### src/rtl/lsu_store_drain_pkg.sv
// Shared LSU drain types: FIFO entry layout, drain FSM states and sizing defaults.
package lsu_store_drain_pkg;

    localparam int LSU_ADDR_WIDTH      = 32;
    localparam int LSU_DATA_WIDTH      = 64;
    localparam int LSU_SSID_WIDTH      = 8;
    localparam int LSU_DRAIN_DEPTH     = 8;
    localparam int LSU_MAX_OUTSTANDING = 4;

    typedef struct packed {
        logic                      valid;
        logic [LSU_ADDR_WIDTH-1:0] addr;
        logic [LSU_DATA_WIDTH-1:0] data;
        logic [LSU_SSID_WIDTH-1:0] ssid;
    } drain_entry_t;

    typedef enum logic [1:0] {
        IDLE  = 2'd0,
        ISSUE = 2'd1,
        FLUSH = 2'd2
    } drain_state_e;

endpackage

### src/rtl/lsu_store_drain_fwd_cam.sv
// Combinational store-to-load forwarding search: youngest valid entry whose address
// matches the probe wins; data is zero on a miss.
module lsu_drain_fwd_cam #(
    parameter  int ADDR_WIDTH  = 32,
    parameter  int DATA_WIDTH  = 64,
    parameter  int DRAIN_DEPTH = 8,
    localparam int IDX_W       = $clog2(DRAIN_DEPTH)
) (
    input  logic [DRAIN_DEPTH-1:0]                 ent_valid_i,
    input  logic [DRAIN_DEPTH-1:0][ADDR_WIDTH-1:0] ent_addr_i,
    input  logic [DRAIN_DEPTH-1:0][DATA_WIDTH-1:0] ent_data_i,
    input  logic [IDX_W-1:0]                       head_idx_i,
    input  logic [ADDR_WIDTH-1:0]                  probe_addr_i,
    output logic                                   hit_o,
    output logic [DATA_WIDTH-1:0]                  data_o
);

    logic [IDX_W-1:0] age_idx;

    // Walk oldest to youngest starting at the head so the last match is the youngest.
    always_comb begin
        hit_o   = 1'b0;
        data_o  = '0;
        age_idx = '0;
        for (int i = 0; i < DRAIN_DEPTH; i++) begin
            age_idx = head_idx_i + IDX_W'(i);
            if (ent_valid_i[age_idx] && (ent_addr_i[age_idx] == probe_addr_i)) begin
                hit_o  = 1'b1;
                data_o = ent_data_i[age_idx];
            end
        end
    end

endmodule

### src/rtl/lsu_store_drain.sv
// Retired-store drain buffer between LSQ commit and the L1 write port, with forwarding,
// ssid release and flush handshake. Optional tail coalescing under LSU_DRAIN_COALESCE_EN.
module lsu_store_drain
    import lsu_store_drain_pkg::*;
#(
    parameter int ADDR_WIDTH      = LSU_ADDR_WIDTH,
    parameter int DATA_WIDTH      = LSU_DATA_WIDTH,
    parameter int DRAIN_DEPTH     = LSU_DRAIN_DEPTH,
    parameter int MAX_OUTSTANDING = LSU_MAX_OUTSTANDING
) (
    input  logic                  clk,
    input  logic                  rst_n,
    input  logic                  commit_valid,
    output logic                  commit_ready,
    input  logic [ADDR_WIDTH-1:0] commit_addr,
    input  logic [DATA_WIDTH-1:0] commit_data,
    input  logic [7:0]            commit_ssid,
    output logic                  mem_wr_valid,
    input  logic                  mem_wr_ready,
    output logic [ADDR_WIDTH-1:0] mem_wr_addr,
    output logic [DATA_WIDTH-1:0] mem_wr_data,
    input  logic                  mem_wr_ack,
    input  logic [ADDR_WIDTH-1:0] ld_probe_addr,
    output logic                  fwd_hit,
    output logic [DATA_WIDTH-1:0] fwd_data,
    output logic                  ssid_release_valid,
    output logic [7:0]            ssid_release,
    input  logic                  flush_req,
    output logic                  drain_done,
    output logic [31:0]           stores_drained,
    output logic                  err_unexpected_ack
);

    localparam int IDX_W = $clog2(DRAIN_DEPTH);
    localparam int PTR_W = IDX_W + 1;
    localparam int OUT_W = $clog2(MAX_OUTSTANDING + 1);

    logic [DRAIN_DEPTH-1:0]                 ent_valid_q;
    logic [DRAIN_DEPTH-1:0][ADDR_WIDTH-1:0] ent_addr_q;
    logic [DRAIN_DEPTH-1:0][DATA_WIDTH-1:0] ent_data_q;
    logic [DRAIN_DEPTH-1:0][7:0]            ent_ssid_q;

    logic [PTR_W-1:0]      wr_ptr_q, wr_ptr_d, rd_ptr_q, rd_ptr_d, count_d;
    logic [IDX_W-1:0]      wr_idx, rd_idx, rd_idx_d;
    logic                  full_q, full_d, empty_d;
    logic [OUT_W-1:0]      out_q, out_d;
    drain_state_e          state_q;
    logic                  drain_done_q;
    logic                  wr_valid_q;
    logic [ADDR_WIDTH-1:0] wr_addr_q, head_addr_d;
    logic [DATA_WIDTH-1:0] wr_data_q, head_data_d;
    logic                  rel_valid_q;
    logic [7:0]            rel_ssid_q;
    logic [31:0]           drained_q;
    logic                  err_q;
    logic                  accept, coalesce, push, pop, ack_ok, issue_d;

    assign wr_idx       = wr_ptr_q[IDX_W-1:0];
    assign rd_idx       = rd_ptr_q[IDX_W-1:0];
    assign commit_ready = !full_q && (state_q != FLUSH);
    assign accept       = commit_valid && commit_ready;

`ifdef LSU_DRAIN_COALESCE_EN
    logic [IDX_W-1:0] tail_idx;
    assign tail_idx = wr_idx - IDX_W'(1);
    // The entry on the write port is frozen, so it can never absorb a newer store.
    assign coalesce = accept && ent_valid_q[tail_idx] && (ent_addr_q[tail_idx] == commit_addr)
                      && !(wr_valid_q && (tail_idx == rd_idx));
`else
    assign coalesce = 1'b0;
`endif

    assign push     = accept && !coalesce;
    assign pop      = wr_valid_q && mem_wr_ready;
    assign ack_ok   = mem_wr_ack && (out_q != '0);
    assign wr_ptr_d = wr_ptr_q + PTR_W'(push);
    assign rd_ptr_d = rd_ptr_q + PTR_W'(pop);
    assign rd_idx_d = rd_ptr_d[IDX_W-1:0];
    assign count_d  = wr_ptr_d - rd_ptr_d;
    assign full_d   = (count_d == PTR_W'(DRAIN_DEPTH));
    assign empty_d  = (count_d == '0);
    assign out_d    = out_q + OUT_W'(pop) - OUT_W'(ack_ok);
    assign issue_d  = !empty_d && (out_d < OUT_W'(MAX_OUTSTANDING));

    // Next head payload, bypassing a store that lands in the head slot this cycle.
    always_comb begin
        head_addr_d = ent_addr_q[rd_idx_d];
        head_data_d = ent_data_q[rd_idx_d];
        if (push && (rd_ptr_d == wr_ptr_q)) begin
            head_addr_d = commit_addr;
            head_data_d = commit_data;
        end
`ifdef LSU_DRAIN_COALESCE_EN
        if (coalesce && (tail_idx == rd_idx_d)) begin
            head_data_d = commit_data;
        end
`endif
    end

    always_ff @(posedge clk) begin
        if (push) begin
            ent_addr_q[wr_idx] <= commit_addr;
            ent_data_q[wr_idx] <= commit_data;
            ent_ssid_q[wr_idx] <= commit_ssid;
        end
`ifdef LSU_DRAIN_COALESCE_EN
        if (coalesce) begin
            ent_data_q[tail_idx] <= commit_data;
            ent_ssid_q[tail_idx] <= commit_ssid;
        end
`endif
    end

    always_ff @(posedge clk or negedge rst_n) begin
        if (!rst_n) begin
            ent_valid_q <= '0;
            wr_ptr_q    <= '0;
            rd_ptr_q    <= '0;
            full_q      <= 1'b0;
            out_q       <= '0;
            wr_valid_q  <= 1'b0;
            wr_addr_q   <= '0;
            wr_data_q   <= '0;
            rel_valid_q <= 1'b0;
            rel_ssid_q  <= '0;
            drained_q   <= '0;
            err_q       <= 1'b0;
        end else begin
            if (push) ent_valid_q[wr_idx] <= 1'b1;
            if (pop)  ent_valid_q[rd_idx] <= 1'b0;
            wr_ptr_q    <= wr_ptr_d;
            rd_ptr_q    <= rd_ptr_d;
            full_q      <= full_d;
            out_q       <= out_d;
            drained_q   <= drained_q + 32'(pop);
            rel_valid_q <= pop;
            if (pop) rel_ssid_q <= ent_ssid_q[rd_idx];
            if (mem_wr_ack && (out_q == '0)) err_q <= 1'b1;
            // Payload is held while the port stalls; reload only once it is free.
            if (!wr_valid_q || pop) begin
                wr_valid_q <= issue_d;
                if (issue_d) begin
                    wr_addr_q <= head_addr_d;
                    wr_data_q <= head_data_d;
                end
            end
        end
    end

    always_ff @(posedge clk or negedge rst_n) begin
        if (!rst_n) begin
            state_q      <= IDLE;
            drain_done_q <= 1'b0;
        end else begin
            drain_done_q <= 1'b0;
            case (state_q)
                IDLE: begin
                    if (flush_req)  state_q <= FLUSH;
                    else if (push)  state_q <= ISSUE;
                end
                ISSUE: begin
                    if (flush_req)    state_q <= FLUSH;
                    else if (empty_d) state_q <= IDLE;
                end
                FLUSH: begin
                    if (empty_d && (out_d == '0)) begin
                        drain_done_q <= 1'b1;
                        state_q      <= IDLE;
                    end
                end
                default: state_q <= IDLE;
            endcase
        end
    end

    lsu_drain_fwd_cam #(
        .ADDR_WIDTH (ADDR_WIDTH),
        .DATA_WIDTH (DATA_WIDTH),
        .DRAIN_DEPTH(DRAIN_DEPTH)
    ) u_fwd_cam (
        .ent_valid_i (ent_valid_q),
        .ent_addr_i  (ent_addr_q),
        .ent_data_i  (ent_data_q),
        .head_idx_i  (rd_idx),
        .probe_addr_i(ld_probe_addr),
        .hit_o       (fwd_hit),
        .data_o      (fwd_data)
    );

    assign mem_wr_valid       = wr_valid_q;
    assign mem_wr_addr        = wr_addr_q;
    assign mem_wr_data        = wr_data_q;
    assign ssid_release_valid = rel_valid_q;
    assign ssid_release       = rel_ssid_q;
    assign drain_done         = drain_done_q;
    assign stores_drained     = drained_q;
    assign err_unexpected_ack = err_q;

endmodule
### config.mk
export PLATFORM = sky130hd
export DESIGN_NAME = lsu_store_drain
export DESIGN_NICKNAME = d
export VERILOG_FILES = /design/src/rtl/lsu_store_drain_pkg.sv /design/src/rtl/lsu_store_drain_fwd_cam.sv /design/src/rtl/lsu_store_drain.sv
export SDC_FILE = /design/constraint.sdc
export NUM_CORES = 2
export LEC_CHECK = 0
export ABC_CLOCK_PERIOD_IN_PS = 28800
export CAP_MARGIN = 10
export CORE_MARGIN = 1.5
export CORE_UTILIZATION = 33
export CTS_CLUSTER_DIAMETER = 30
export CTS_CLUSTER_SIZE = 12
export DETAILED_ROUTE_END_ITERATION = 12
export PLACE_DENSITY = 0.54
export SLEW_MARGIN = 10
export SYNTH_ARGS = -nofsm -noshare
export SYNTH_HDL_FRONTEND = slang
export SYNTH_SLANG_ARGS = --single-unit
### constraint.sdc
create_clock -name clk -period 28.8 [get_ports clk]
set_input_delay 2.88 -clock clk [delete_from_list [all_inputs] [get_ports clk]]
set_output_delay 2.88 -clock clk [all_outputs]
set_load 0.05 [all_outputs]
==> impl_metrics.env <==
export IMPL_synthSimpleGateAreaFrac_pct=8.18
export IMPL_highest_layer="met5"
export IMPL_area_growth_pct=18.8
export IMPL_cts_max_level=5
export IMPL_combPwrFrac_pct=61.9
export IMPL_cts_root_buf="clkbuf_16"
export IMPL_post_cts_setup_buffers=0
export IMPL_reg2reg_depth=15
export IMPL_die_h_um=491
export IMPL_cap_violations=0
export IMPL_rows=178
export IMPL_finalSetupViolCount=0
export IMPL_synthXorXnorAreaFrac_pct=2.93
export IMPL_cts_resized=0
export IMPL_drive_gt1_share_pct=28.9
export IMPL_drcViolationCount=0
export IMPL_core_sq_mm=0.236
export IMPL_hold_viol_final=0
export IMPL_antenna_found_initial=37
export IMPL_syn_nets=6088
export IMPL_gp_congestion=0.987
export IMPL_reg2reg_from="rd_ptr_q[0]$_DFF_PN0_"
export IMPL_vdd_drop_max_mv=0.230
export IMPL_synth_distinct_cells=80
export IMPL_viasPerCell=6.61
export IMPL_die_width_um=491
export IMPL_die_area_sq_mm=0.241
export IMPL_first_pass_iters=7
export IMPL_start_kind="flip-flop"
export IMPL_avgSynthCellArea_sq_um=13.2
export IMPL_grt_pass1_wl_um=447000
export IMPL_cts_num_sinks=994
export IMPL_clkPwrFrac_pct=23.6
export IMPL_overflow=0
export IMPL_yosysWarningCount=0
export IMPL_portBuffers=347
export IMPL_path_max_fanout=54
export IMPL_drtIter0Drc=7368
export IMPL_ioPinCount=348
export IMPL_grt_util_all_layers_pct=25.2
export IMPL_maxSlewViolCount=0
export IMPL_routed_wl_met3_um=31000
export IMPL_fin_util_pct=39.5
export IMPL_intPower_mw=7.06
export IMPL_start_util_pct=33.3
export IMPL_grt_pass1_vias=61000
export IMPL_cts_buffers=279
export IMPL_netlist_area_sq_mm=0.0784
export IMPL_rsz0062_at_grt="no"
export IMPL_async_reset_ff_share_pct=16.3
export IMPL_cts_buffer_depth=4
export IMPL_p_sw_share_pct=44.9
export IMPL_dr_wl_met2_um=142000
export IMPL_worstHoldPathCells=1
export IMPL_ant_nets=0
export IMPL_ys_flop_type="edfxtp_1"
export IMPL_worstHoldPathType="reg2reg"
export IMPL_cp_arrival_ns=10.80
export IMPL_fin_nets=6194
export IMPL_hold_start="stores_drained[31]$_DFF_PN0_"
export IMPL_wl_um=311000
export IMPL_synth_edf_count=832
export IMPL_endpoint_kind="primary output"
export IMPL_synth_compound_area_share_pct=9.25
export IMPL_finalSetupTns_ns=0
export IMPL_wl_met1_um=123000
export IMPL_r2r_setup_slack_ns=21.66
export IMPL_synth_adder_area_share_pct=0.297
export IMPL_clkLatencyLatePin_ns=0.92
export IMPL_worst_hold_path_endpoint="stores_drained[31]$_DFF_PN0_"
export IMPL_netlist_instances=5928
export IMPL_relSlewSlack_pct=13.3
export IMPL_timing_fmax_mhz=73.1
export IMPL_finClkSkew_ns=0.0767
export IMPL_hold_buffers=0
export IMPL_grt_max_degree=143
export IMPL_powerDensity_mw_per_mm2=138
export IMPL_switching_power_mw=5.76
export IMPL_wl_per_cell_um=33.1
export IMPL_p_leak_nw=31.4
export IMPL_vias=62200
export IMPL_synthMuxAreaShare_pct=37.9
export IMPL_tightest_slew_ns=1.30
export IMPL_clk_pin_slew_worst_paths_ns=0.04
export IMPL_hpwlAfterDp_um=191000
export IMPL_rr_endpoint="mem_wr_addr[22]$_DFFE_PN0P_"
export IMPL_seq_area_frac_synth_pct=37.0
export IMPL_fin_crit_ns=13.68
export IMPL_cts_tree="built"
export IMPL_ys_seq_elements=994
export IMPL_cp_required_ns=25.92
export IMPL_status="completed"
export IMPL_p_seq_share_pct=14.5
export IMPL_synth_top_family_by_area="multiplexers"
export IMPL_period_share_pct=47.5
export IMPL_crit_type="reg2out"
cells by family (layout without fill, tap and decap cells):
group                    after synthesis  after routing
buffers and inverters                696           1006
AND/OR/NAND/NOR                     1379           1379
other                                  0             12
AO/OA/AOI/OAI                        939            939
flip-flops                           994            994
XOR/XNOR                             262            262
multiplexers                        1640           1640
adder cells (fa/ha/maj)               18             18
per-layer routing:
metal,GRT usage [%],up-vias
met1,33.5,32300
met3,6.25,847
met2,38.4,4150
li1,-,24900
met4,12.0,32
met5,0,-
synth_stat cells, drive strengths merged, types with 17 or more instances:
cell type  count  area share, %
a21o          67           0.64
o21ai        225            1.4
nor4          89           0.73
a211oi        65           0.62
dfrtp        162            5.2
and3          76           0.61
o32ai         64           0.71
nor2         101           0.48
nor3          26           0.17
mux2          92            1.3
nand2        742            3.6
a221oi        99            1.6
xor2          25           0.28
mux4        1054             30
nand4         95           0.76
nand3        118           0.75
a21oi         38           0.24
o311ai       130            1.5
buf          325            2.6
and2          70           0.56
ha            17           0.27
edfxtp       832             32
inv           42           0.21
xnor2        237            2.6
o22ai         36           0.29
mux2i        494            6.3
a22oi         73           0.70
a2111oi       69           0.78
clkbuf       325            1.6
state kept, by name, summed over array words and instances, names as in the netlist, 2 cells and up:
name	cells
rd_ptr_q	4
mem_wr_data	64
ent_addr_q	256
out_q	3
ent_ssid_q	64
mem_wr_addr	32
state_q	2
stores_drained	32
ssid_release	8
ent_valid_q	8
wr_ptr_q	4
ent_data_q	512
layout by cell type, fill, tap and decap left out, types with 64 or more instances in the layout:
master	synthesis	layout
mux4_2	1044	1044
edfxtp_1	832	832
nand2_1	741	740
mux2i_1	494	494
clkdlybuf4s50_1	0	346
clkbuf_16	0	285
xnor2_1	237	235
o21ai_0	225	225
dfrtp_1	162	159
buf_4	57	116
nand3_1	118	115
nor2_1	101	98
nand4_1	95	95
mux2_2	92	92
nor4_1	86	84
o311ai_1	78	78
and3_1	76	76
a22oi_1	73	73
a2111oi_0	68	68
and2_1	70	67
a21o_1	67	67
a211oi_1	65	65
o32ai_1	64	64
worst max-delay path: stages, from the launching register on:
cell and delay, ns:
dfrtp_4 0.72, inv_2 0.38, ha_4 0.74, buf_4 0.78
buf_4 0.80, mux2i_1 0.27, o22ai_1 0.12, or4_1 0.56
a2111oi_2 0.39, nand4_1 0.19, nor4_4 0.39, buf_4 0.63
and2_4 0.95, buf_4 0.81, a221oi_2 0.14, o311ai_1 0.91
clkdlybuf4s50_1 0.96
stage by stage:
| stage | std cells | cell area, sq um | setup WS [ns] | hold WS, ns | total power [mW] |
|---|---|---|---|---|---|
| 6_report | 9400 | 93200 | 15.12 | 0.465 | 12.8 |
| 5_1_grt | 9397 | 93200 | 14.88 | 0.485 | 13.4 |
| 4_1_cts | 9388 | 93200 | 15.19 | 0.458 | 12.8 |
| 3_5_place_dp | 8903 | 84000 | 16.16 | 0.452 | 9.73 |
| 3_3_place_gp | 8903 | 84000 | 16.22 | 0.445 | 9.69 |
| 2_1_floorplan | 5928 | 78400 | 15.01 | 0.432 | 7.57 |
power by group through the flow:
stage / clock network, mW / registers, mW / logic, mW
final: 3.03 / 1.86 / 7.94
after global routing: 3.15 / 1.88 / 8.35
after CTS: 3.07 / 1.86 / 7.88
after detailed placement: 0 / 1.88 / 7.85
after global placement: 0 / 1.87 / 7.81
after floorplan: 0 / 2.09 / 5.48
cell type report:
cell class / instances / area (sq um)
Multi-Input combinational cell: 4238 / 46300
Clock buffer: 333 / 7410
Clock inverter: 152 / 1760
Tap cell: 3150 / 3940
Antenna cell: 12 / 30.0
Timing Repair Buffer: 475 / 4590
Inverter: 46 / 180
Fill cell: 21800 / 143000
Sequential cell: 994 / 29000
how the worst max path moves through the flow:
stage	start	endpoint	slack [ns]	depth (start not counted)
global route	rd_ptr_q[1]$_DFF_PN0_	fwd_data[33]	14.88	16
global placement	rd_ptr_q[1]$_DFF_PN0_	fwd_data[51]	16.22	16
finish	rd_ptr_q[1]$_DFF_PN0_	fwd_data[33]	15.12	16
CTS	rd_ptr_q[1]$_DFF_PN0_	fwd_data[51]	15.19	16
detailed placement	rd_ptr_q[1]$_DFF_PN0_	fwd_data[51]	16.16	16
floorplan	commit_valid	ent_addr_q[0]$_DFFE_PP_	15.01	2
(Power assumes the default switching activity.)
